--- src/rtl/cell_update_serial.sv ---
// cell_update_serial: serial Game-of-Life cell evaluator.
// Takes 8 neighbour bits and then the cell's own bit, one bit per valid/ready
// beat. It counts live neighbours and then holds the next-generation state on
// a valid/ready output channel until the downstream side takes it.
// Optional feature macro: CELL_UPDATE_COUNT_OUT_EN adds the OUT_COUNT port,
// which carries the final live-neighbour count.
module cell_update_serial (
    input  logic       CLK,
    input  logic       RESET,
    input  logic       IN_VALID,
    output logic       IN_READY,
    input  logic       IN_BIT,
    output logic       OUT_VALID,
    input  logic       OUT_READY,
    output logic       OUT_ALIVE
`ifdef CELL_UPDATE_COUNT_OUT_EN
    ,
    output logic [3:0] OUT_COUNT
`endif
);

    typedef enum logic {
        ACCUM = 1'b0,
        HOLD  = 1'b1
    } state_t;

    state_t     r_state;
    logic [3:0] r_beat;       // beat index, 0..8
    logic [3:0] r_cnt;        // live-neighbour count, 0..8, cannot overflow
    logic       r_in_ready;
    logic       r_out_valid;
    logic       r_out_alive;
`ifdef CELL_UPDATE_COUNT_OUT_EN
    logic [3:0] r_count_out;
`endif

    logic       w_accept;
    logic       w_next_alive;

    // A beat is taken only while the registered ready is high, so IN_VALID
    // never reaches OUT_VALID through combinational logic.
    assign w_accept     = IN_VALID && r_in_ready;
    // The own-cell bit arrives on beat 8. It goes straight into the survival
    // term here, so no separate register is needed for it.
    assign w_next_alive = (r_cnt == 4'd3) | (IN_BIT & (r_cnt == 4'd2));

    // Handshake FSM, accumulator and registered outputs in a single process.
    always_ff @(posedge CLK or posedge RESET) begin
        if (RESET) begin
            // NOTE: the reset clears every register, datapath included, so a
            // cell that was only partly counted leaves nothing behind.
            r_state     <= ACCUM;
            r_beat      <= 4'd0;
            r_cnt       <= 4'd0;
            r_in_ready  <= 1'b0;
            r_out_valid <= 1'b0;
            r_out_alive <= 1'b0;
`ifdef CELL_UPDATE_COUNT_OUT_EN
            r_count_out <= 4'd0;
`endif
        end else begin
            // NOTE: non-blocking assignments here. Every branch reads the
            // values from before the edge, so r_cnt in w_next_alive is the
            // final count and does not include the beat being accepted.
            case (r_state)
                ACCUM: begin
                    r_in_ready  <= 1'b1;
                    r_out_valid <= 1'b0;
                    if (w_accept) begin
                        if (r_beat != 4'd8) begin
                            r_cnt  <= r_cnt + {3'b000, IN_BIT};
                            r_beat <= r_beat + 4'd1;
                        end else begin
                            r_out_alive <= w_next_alive;
`ifdef CELL_UPDATE_COUNT_OUT_EN
                            r_count_out <= r_cnt;
`endif
                            r_beat      <= 4'd0;
                            r_in_ready  <= 1'b0;
                            r_out_valid <= 1'b1;
                            r_state     <= HOLD;
                        end
                    end
                end
                HOLD: begin
                    if (OUT_READY) begin
                        r_cnt       <= 4'd0;
                        r_in_ready  <= 1'b1;
                        r_out_valid <= 1'b0;
                        r_state     <= ACCUM;
                    end
                end
                default: r_state <= ACCUM;
            endcase
        end
    end

    assign IN_READY  = r_in_ready;
    assign OUT_VALID = r_out_valid;
    assign OUT_ALIVE = r_out_alive;
`ifdef CELL_UPDATE_COUNT_OUT_EN
    assign OUT_COUNT = r_count_out;
`endif

endmodule

--- config.mk ---
export PLATFORM = sky130hd
export DESIGN_NAME = cell_update_serial
export DESIGN_NICKNAME = d
export VERILOG_FILES = /design/src/rtl/cell_update_serial.sv
export SDC_FILE = /design/constraint.sdc
export NUM_CORES = 1
export LEC_CHECK = 0
export CORE_MARGIN = 2
export CORE_UTILIZATION = 38
export DETAILED_ROUTE_END_ITERATION = 6
export PLACE_DENSITY_LB_ADDON = 0.08
export SETUP_SLACK_MARGIN = 0.2
export SLEW_MARGIN = 40
export SYNTH_ARGS = -nofsm -noshare
export SYNTH_HDL_FRONTEND = slang
export SYNTH_SLANG_ARGS = --single-unit
--- constraint.sdc ---
create_clock -name CLK -period 1.79 [get_ports CLK]
set_input_delay 0.2685 -clock CLK [delete_from_list [all_inputs] [get_ports CLK]]
set_output_delay 0.2685 -clock CLK [all_outputs]
set_load 0.02 [all_outputs]
After elaboration in Yosys (flattened, before gate mapping)
Index checks and enable logic that the tools add are counted.
{ "word_totals": {"out_inout_bits": 3, "regBits": 12, "elab_cells": 37} }
{ "classes": {"eq_ne": 6, "n_reduce_logical": 4, "add_sub_neg": 2, "muxes": 15, "n_bitwise": 4} }
{ "ops": {"columns": ["op", "n"], "rows": [
  ["$mux 4", 4],
  ["$eq 4x2->1 const B", 2],
  ["$pmux 4 s2", 1],
  ["$mux 1", 7],
  ["$ne 2x2->1 const B", 3],
  ["$pmux 1 s2", 3],
  ["$reduce_and 3->1", 2],
  ["$add 4x1->4", 1],
  ["$add 4x1->4 const B", 1],
  ["$ne 4x4->1 const B", 1],
  ["$not 1->1", 2],
  ["$reduce_and 2->1", 1],
  ["$and 1x1->1", 1],
  ["$logic_and 1x1->1", 1],
  ["$or 1x1->1", 1]
]} }

Longest topological paths before layout
Gate-level depths: netlist of the first run.
{ "depth": {"word_depth": 4, "ltp_mapped": 5, "mapped_depth_nobuf": 5} }

Least setup slack after synthesis of the first run
Ideal clock, no wire load.
{ "synth_path": {"kind": "register to register", "from": "register r_beat[0]", "to": "register r_out_alive (netlist: OUT_ALIVE)", "setup_ps": 128, "n_path_buf": 0, "stages_incl_launch_ff": 6, "required_time_ps": 1662, "path_slack_ps": 382, "synth_period_minus_slack_ps": 1408, "t_arrival_ps": 1281, "cell_sequence": "dfrtp_1 -> inv_1 -> ha_1 -> nand3b_1 -> nor2_2 -> mux2_1"} }
{ "synth_via": {"elab_chain_cells": 3} }
{ "synth_rtl": {"columns": ["item", "line_no", "rtl"], "rows": [
  ["start: declaration", "28", "logic [3:0] r_beat;"],
  ["start signal: assignment", "72", "r_beat <= r_beat + 4'd1;"],
  ["$ne 4x4->1", "70", "if (r_beat != 4'd8) begin"],
  ["$not 1->1 (no line)", null, null],
  ["$reduce_and 3->1 (no line)", null, null],
  ["end signal: assignment", "74", "r_out_alive <= w_next_alive;"],
  ["end: declaration", "32", "logic r_out_alive;"]
]} }
No other way between the ends.
A chain may end at the register's enable or synchronous reset.

Worst setup path after layout of the first run
{ "layout_path": {"from": "register r_out_alive (netlist: OUT_ALIVE)", "to": "output OUT_ALIVE"} }
{ "layout_rtl": {"columns": ["item", "line_no", "rtl"], "rows": [
  ["end: declaration", "15", "output logic OUT_ALIVE"]
]} }
No word-level cell between the ends.

==> qor.csv, run 1 <==
metric;value;unit
leakage;0.385;nW
pwr_density_cell;1380;mW/mm^2
cp-end-kind;output port;
cts_root_buf;clkbuf_4;
syn-instance-count;61;
grt_pass1_vias;505;
max_freq;668;MHz
synthFlopType;dfrtp_1;
r2r-end;OUT_ALIVE;
grt.total_usage;15.5;%
drc;0;
place.gp.congestion;0.735;
initial_core_util;41.1;%
clk_latency;0.27;ns
ant_nets;0;
row_count;14;
fin_crit_sh;83.6;%
required;1.52;ns
cp_num_buf_inv;1;
vias;464;
io_pins;8;
crit_type;flip-flop to output port;
crit_fanout;2;
max_cap_violations;0;
worst_hold_path_type;input port to asynchronous set/reset pin;
cts_tree;yes;
fin_setup_tns;0;ns
reg2reg_from;r_beat[0];
slew_violations;0;
die_h;44.6;um
max_slew_margin;69.3;%
worst_ep_arrival_time;1.23;ns
synth-edff-count;0;
vias_per_cell;5.04;
fill_cells;143;
core_region_area;0.00152;mm^2
cp_slowest_cell;clkdlybuf4s50_1;
layout_commonest_cell;dfrtp_1;
die_w;44.6;um
syn_area_per_cell;10.3;um^2
start_kind;flip-flop;
netlist_area;627;um^2
htree_levels;1;
area_growth;24.8;%
numCtsBuffers;3;
die-area;0.00199;mm^2
port_buffers;7;
yosys_warnings;0;
path_clk_slew;0.08;ns
crit_path_max_incr_delay;0.61;ns
critPathTopFamily;buffers and inverters;
antenna_found_initial;0;
dp_hpwl;800;um
rsz0062_at_grt;no;
finalInstanceArea;782;um^2
rr_worst_depth;5;
layout_common_cells;12 x dfrtp_1, 7 x inv_1, 6 x nand2_1, 6 x clkdlybuf4s50_1;
diodes;0;
grt_max_degree;13;
globalRoute.totalOverflow;0;
stdcell_count;92;
setup_ws;0.294;ns
finClkSkew;0.00819;ns
cts_sinks;12;
final.min_clock_period;1.50;ns
routed_wl;1.12;mm
synth.distinct_cells;26;
hold_buffers;0;
ys_ff_latch;12;
syn-num-nets;70;
r2r_slack;0.33;ns
drtIter0Drc;11;
clockBufferDepth;2;
postPlaceCellArea;721;um^2
pre_cts_ws;0.110;ns
outcome;finished clean;
final_nets;86;
wl_per_cell;12.2;um
hold_violations;0;
cp_cell_sequence;clkdlybuf4s50_1;
dp_cells;85;
ys_seq_area_share;47.9;%
async_flop_share;100;%
drive_gt1_share;17.1;%
setup_viol;0;
dr.pass1.iters;2;
ir_drop;0.677;mV
grt_pass1_wl;2.16;mm
worstMarginPinSlew;0.461;ns
[area by class of cell]
class,instances,area [um^2],share of cell area (%)
Clock buffer,4,36.3,4.64
Sequential cell,12,300,38.4
Inverter,7,26.3,3.36
Tap cell,16,20.0,2.56
Timing Repair Buffer,12,106,13.6
Multi-Input combinational cell,41,293,37.4
[metrics by stage]
stage / utilization [%] / hold WS, ns / total power [mW]
after global placement: 47.3 / 0.479 / 0.821
after CTS: 49.6 / 0.308 / 1.05
after floorplan: - / 0.133 / 0.721
after detailed placement: 47.3 / 0.480 / 0.822
after global routing: 51.3 / 0.349 / 1.20
final: 51.3 / 0.293 / 1.08
[registers in the layout, summed over array words and instances (netlist names)]
register   flops
IN_READY       1
OUT_ALIVE      1
OUT_VALID      1
r_state        1
r_cnt          4
r_beat         4
[worst max path at each step]
stage,start,depth (start not counted),to
2_1_floorplan,r_beat[0],5,OUT_ALIVE
3_3_place_gp,IN_BIT,5,r_cnt[3]
3_5_place_dp,IN_BIT,5,r_cnt[3]
4_1_cts,OUT_ALIVE,1,OUT_ALIVE
5_1_grt,r_beat[0],5,OUT_ALIVE
6_report,OUT_ALIVE,1,OUT_ALIVE
[metal layers]
| metal | global-route usage (%) | up-vias | routed length (um) |
|---|---|---|---|
| met1 | 19.9 | 210 | 559 |
| met4 | 3.64 | 0 | 9 |
| li1 | - | 242 | - |
| met2 | 23.5 | 10 | 489 |
| met5 | 0 | - | 0 |
| met3 | 7.35 | 2 | 63 |
[cells in the mapped netlist (2+ instances only)]
cell	number	share of area, %
nand3_1	2	1.6
nor2_1	5	3.0
o21ai_0	2	1.6
dfrtp_1	12	48
nand2_1	6	3.6
o21ai_1	2	1.6
ha_1	4	8.0
inv_1	7	4.2
nand3b_1	2	2.4
mux2i_1	3	4.8
[where the power goes]
group,switching [mW],leakage [nW],internal (mW)
Sequential,0.0916,0.145,0.373
Clock,0.0916,0.0210,0.124
Combinational,0.183,0.218,0.217
Total,0.367,0.385,0.715
[timing repair]
action,4_1_cts,5_1_grt
setup endpoints to repair,1,1
pin swaps,0,1
setup buffers,0,3
resized for setup,1,1
[cells by family after synthesis]
logic type	count (synthesis)	synth area share (%)
flip-flops	12	47.9
XOR/XNOR	1	1.40
adder cells (fa/ha/maj)	4	7.98
AO/OA/AOI/OAI	8	8.38
multiplexers	4	6.59
AND/OR/NAND/NOR	24	21.8
buffers and inverters	8	5.99
Note: power is estimated with default switching activity, not from simulation.
==> run 2: changes to the inputs <==
- clock period: 1.79 -> 1.45 ns (I/O delays scaled with it)
==> qor.csv, run 2 (synthesis gave the netlist of run 1 again) <==
metric;value;unit
io_pins;8;
die-area;0.00199;mm^2
worst_hold_path_type;input port to asynchronous set/reset pin;
pwr_density_cell;1660;mW/mm^2
hold_buffers;0;
crit_type;flip-flop to flip-flop;
wl_per_cell;12.3;um
core_region_area;0.00152;mm^2
top_regs;r_beat x4, r_cnt x4;
r2r-end;OUT_ALIVE;
worst_ep_arrival_time;1.56;ns
area_growth;41.3;%
final_nets;96;
drc;0;
grt_max_degree;13;
grt_pass1_vias;487;
max_freq;708;MHz
rr_worst_depth;5;
final.min_clock_period;1.41;ns
cts_sinks;12;
hold_violations;0;
die_w;44.6;um
worstMarginPinSlew;0.452;ns
outcome;finished clean;
seq_area;300;um^2
ir_drop;1.04;mV
rsz0062_at_grt;yes;
max_slew_margin;69.8;%
crit_path_max_incr_delay;0.38;ns
drive_gt1_share;36.5;%
dr.pass1.iters;3;
r2r_slack;0.04;ns
finClkSkew;0.00612;ns
initial_core_util;41.1;%
die_h;44.6;um
setup.worst_path.start;r_beat[1];
place.gp.congestion;0.731;
layout_common_cells;12 x dfrtp_1, 12 x buf_4, 6 x nand2_1;
cts_root_buf;clkbuf_4;
crit_end;OUT_ALIVE;
crit_fanout;6;
start_kind;flip-flop;
routed_wl;1.24;mm
grt.total_usage;15.9;%
fill_cells;139;
dp_hpwl;922;um
cp_num_buf_inv;1;
globalRoute.totalOverflow;0;
multiInputGateArea;330;um^2
required;1.59;ns
utilization;58.1;%
vias_per_cell;5.18;
clockBufferDepth;2;
dp_cells;94;
numCtsBuffers;3;
clk_latency;0.26;ns
port_buffers;7;
reg2reg_from;r_beat[1];
critPathTopFamily;simple AND/OR/NAND/NOR gates;
slew_violations;0;
ant_nets;0;
grt_pass1_wl;2.21;mm
path_depth;5;
cp-end-kind;flip-flop;
path_clk_slew;0.07;ns
vias;523;
finalPower;1.47;mW
row_count;14;
leakage;0.442;nW
cp_cell_sequence;inv_2 -> ha_4 -> nand3b_1 -> nor2_2 -> mux2_4;
max_cap_violations;0;
setup_ws;0.0370;ns
stdcell_count;101;
antenna_found_initial;0;
pre_cts_ws;-0.173;ns
cp_slowest_cell;dfrtp_1;
diodes;0;
setup_viol;0;
fin_crit_sh;97.4;%
htree_levels;1;
cts_tree;yes;
drtIter0Drc;13;
run 2: area by class of cell:
type	count	share of cell area [%]
multi-input combinational	41	37.3
tap	16	2.26
inverter	7	2.97
clock buffer	3	2.54
timing repair buffer	22	21.0
sequential	12	33.9
run 2: report_power, final:
group / switching (mW) / leakage (nW) / internal, mW / total (mW)
combinational: 0.323 / 0.283 / 0.400 / 0.723
sequential: 0.0932 / 0.145 / 0.461 / 0.554
clock: 0.0977 / 0.0138 / 0.0959 / 0.194
run 2: per-layer routing:
metal  GRT usage, %  wire length (um)  vias to the layer above
met4           3.64                13                        0
li1               -                 -                      261
met2           24.1               581                       10
met3           7.35                64                        2
met1           20.6               582                      250
met5              0                 0                        -
run 2: per-stage QoR:
stage / setup TNS [ns] / hold WS, ns / area (um^2)
finish: 0 / 0.254 / 886
global route: -0.0925 / 0.313 / 886
CTS: 0 / 0.272 / 866
detailed placement: -0.352 / 0.479 / 788
global placement: -0.350 / 0.481 / 788
floorplan: 0 / 0.0822 / 627
run 2: repair_timing:
| action | 4_1_cts | 5_1_grt |
|---|---|---|
| pin swaps | 5 | 1 |
| resized for setup | 13 | 6 |
| setup endpoints to repair | 13 | 11 |
| buffers inserted | 3 | 1 |
run 2: worst min-delay path by stage:
stage,start,end,slack (ns),cells after the start
floorplan,RESET,IN_READY,0.08,1
global placement,OUT_ALIVE,OUT_ALIVE,0.48,1
detailed placement,OUT_ALIVE,OUT_ALIVE,0.48,1
CTS,RESET,r_state,0.27,2
global route,RESET,r_beat[0],0.31,2
finish,RESET,r_beat[2],0.25,2
==> run 3: changes to the inputs <==
- CAP_MARGIN: not set -> 20
- HOLD_SLACK_MARGIN: not set -> 0.12
- PLACE_DENSITY: not set -> 0.54
- PLACE_DENSITY_LB_ADDON: 0.08 -> not set
==> qor.csv, run 3 (synthesis gave the netlist of run 1 again) <==
metric;value;unit
cp_slowest_cell;dfrtp_1;
clk_latency;0.28;ns
cp_num_buf_inv;2;
grt_pass1_vias;579;
path_clk_slew;0.08;ns
rsz0062_at_grt;yes;
diodes;0;
place.gp.congestion;0.742;
fin_hold_ws;0.244;ns
worst_hold_path_type;input port to asynchronous set/reset pin;
die_h;44.6;um
die_w;44.6;um
die-area;0.00199;mm^2
layout_common_cells;22 x buf_4, 12 x dfrtp_1, 6 x nand2_1;
grt_pass1_wl;2.46;mm
cts_sinks;12;
layout_commonest_cell;buf_4;
start_kind;flip-flop;
leakage;0.493;nW
htree_levels;1;
core_region_area;0.00152;mm^2
worstMarginPinSlew;0.473;ns
row_count;14;
vias_per_cell;4.93;
fill_cells;124;
dr.pass1.iters;4;
numCtsBuffers;3;
final.min_clock_period;1.46;ns
setup_viol;2;
cp_cell_sequence;inv_2 -> ha_4 -> nand3b_1 -> buf_4 -> a311oi_2 -> a311o_1;
globalRoute.totalOverflow;0;
area_growth;54.7;%
critPathTopFamily;compound AO/OA/AOI/OAI gates;
initial_core_util;41.1;%
ant_nets;0;
cts_root_buf;clkbuf_4;
antenna_found_initial;0;
fin_crit_sh;101;%
violations;setup timing;
required;1.62;ns
seq_area;300;um^2
finalPower;1.73;mW
max_freq;683;MHz
hold_violations;0;
multiInputGateArea;337;um^2
top_regs;r_beat x4, r_cnt x4;
wl_per_cell;13.0;um
dp_hpwl;927;um
utilization;63.6;%
setup_ws;-0.0131;ns
final_nets;105;
crit_type;flip-flop to flip-flop;
port_buffers;7;
drtIter0Drc;13;
vias;547;
drc;0;
outcome;complete, but fails checks;
io_pins;8;
cp-end-kind;flip-flop;
finClkSkew;0.00685;ns
max_slew_margin;68.4;%
ir_drop;0.888;mV
max_cap_violations;0;
grt_max_degree;13;
drive_gt1_share;46.3;%
grt.total_usage;17.2;%
pwr_density_cell;1780;mW/mm^2
clockBufferDepth;2;
routed_wl;1.45;mm
crit_fanout;5;
worst_ep_arrival_time;1.64;ns
crit_path_max_incr_delay;0.38;ns
cts_tree;yes;
slew_violations;0;
==> run 3: cell types whose count changed in the layout (fill, tap and decap cells not counted), sizes merged <==
cell / previous run / this run
buf: 15 / 24
clkbuf: 4 / 5
==> run 3: worst register-to-register path: cells and delay by family (launching register included) <==
kind            cells  cell delay, ns
buf+inv             2            0.24
flops               1            0.38
compound gates      2            0.40
simple gates        1            0.19
fa+ha+maj           1            0.15
==> run 3: through the flow <==
step	setup slack [ns]	area (um^2)	std cells	TNS, ns
2_1_floorplan	0.0417	627	61	0
3_3_place_gp	-0.139	811	97	-0.371
3_5_place_dp	-0.166	811	97	-0.450
4_1_cts	0.00896	911	109	0
5_1_grt	-0.0926	970	111	-0.430
6_report	-0.0131	970	111	-0.0171
==> run 3: repair_timing <==
action | in CTS | in global routing
pin swaps | 2 | 3
endpoints found under the hold margin | 0 | 0
setup buffers | 8 | 2
gates cloned | 0 | 0
hold buffers | 0 | 0
setup endpoints to repair | 14 | 13
gates resized for setup | 6 | 15
==> run 3: metal layers <==
layer	track usage, %	part of all wire, %
met1	20.6	44
met2	28.4	51
met3	6.12	4.2
met4	5.45	0.69
met5	0	0
==> run 3: layout make-up <==
cell class	count	area share [%]
flip-flops and latches	12	31.0
repair buffers	31	25.8
well taps	16	2.06
inverters	7	2.71
multi-input cells	41	34.7
clock buffers	4	3.74
==> run 3: where the power goes <==
part	internal, mW	switching, mW
Sequential	0.461	0.0914
Combinational	0.516	0.389
Clock	0.153	0.120
Total	1.13	0.600
==> run 3: path summary, 6_finish.rpt <==
path,slack [ns],endpoint,cells past startpoint,from
worst max-delay path,-0.01,r_cnt[3],6,r_beat[1]
worst min-delay path,0.24,r_state,2,RESET
worst max register to register,-0.01,r_cnt[3],6,r_beat[1]
worst min register to register,0.50,r_cnt[2],1,r_cnt[2]
max in group asynchronous,0.88,r_cnt[1],2,RESET
min in group CLK,0.50,r_cnt[2],1,r_cnt[2]
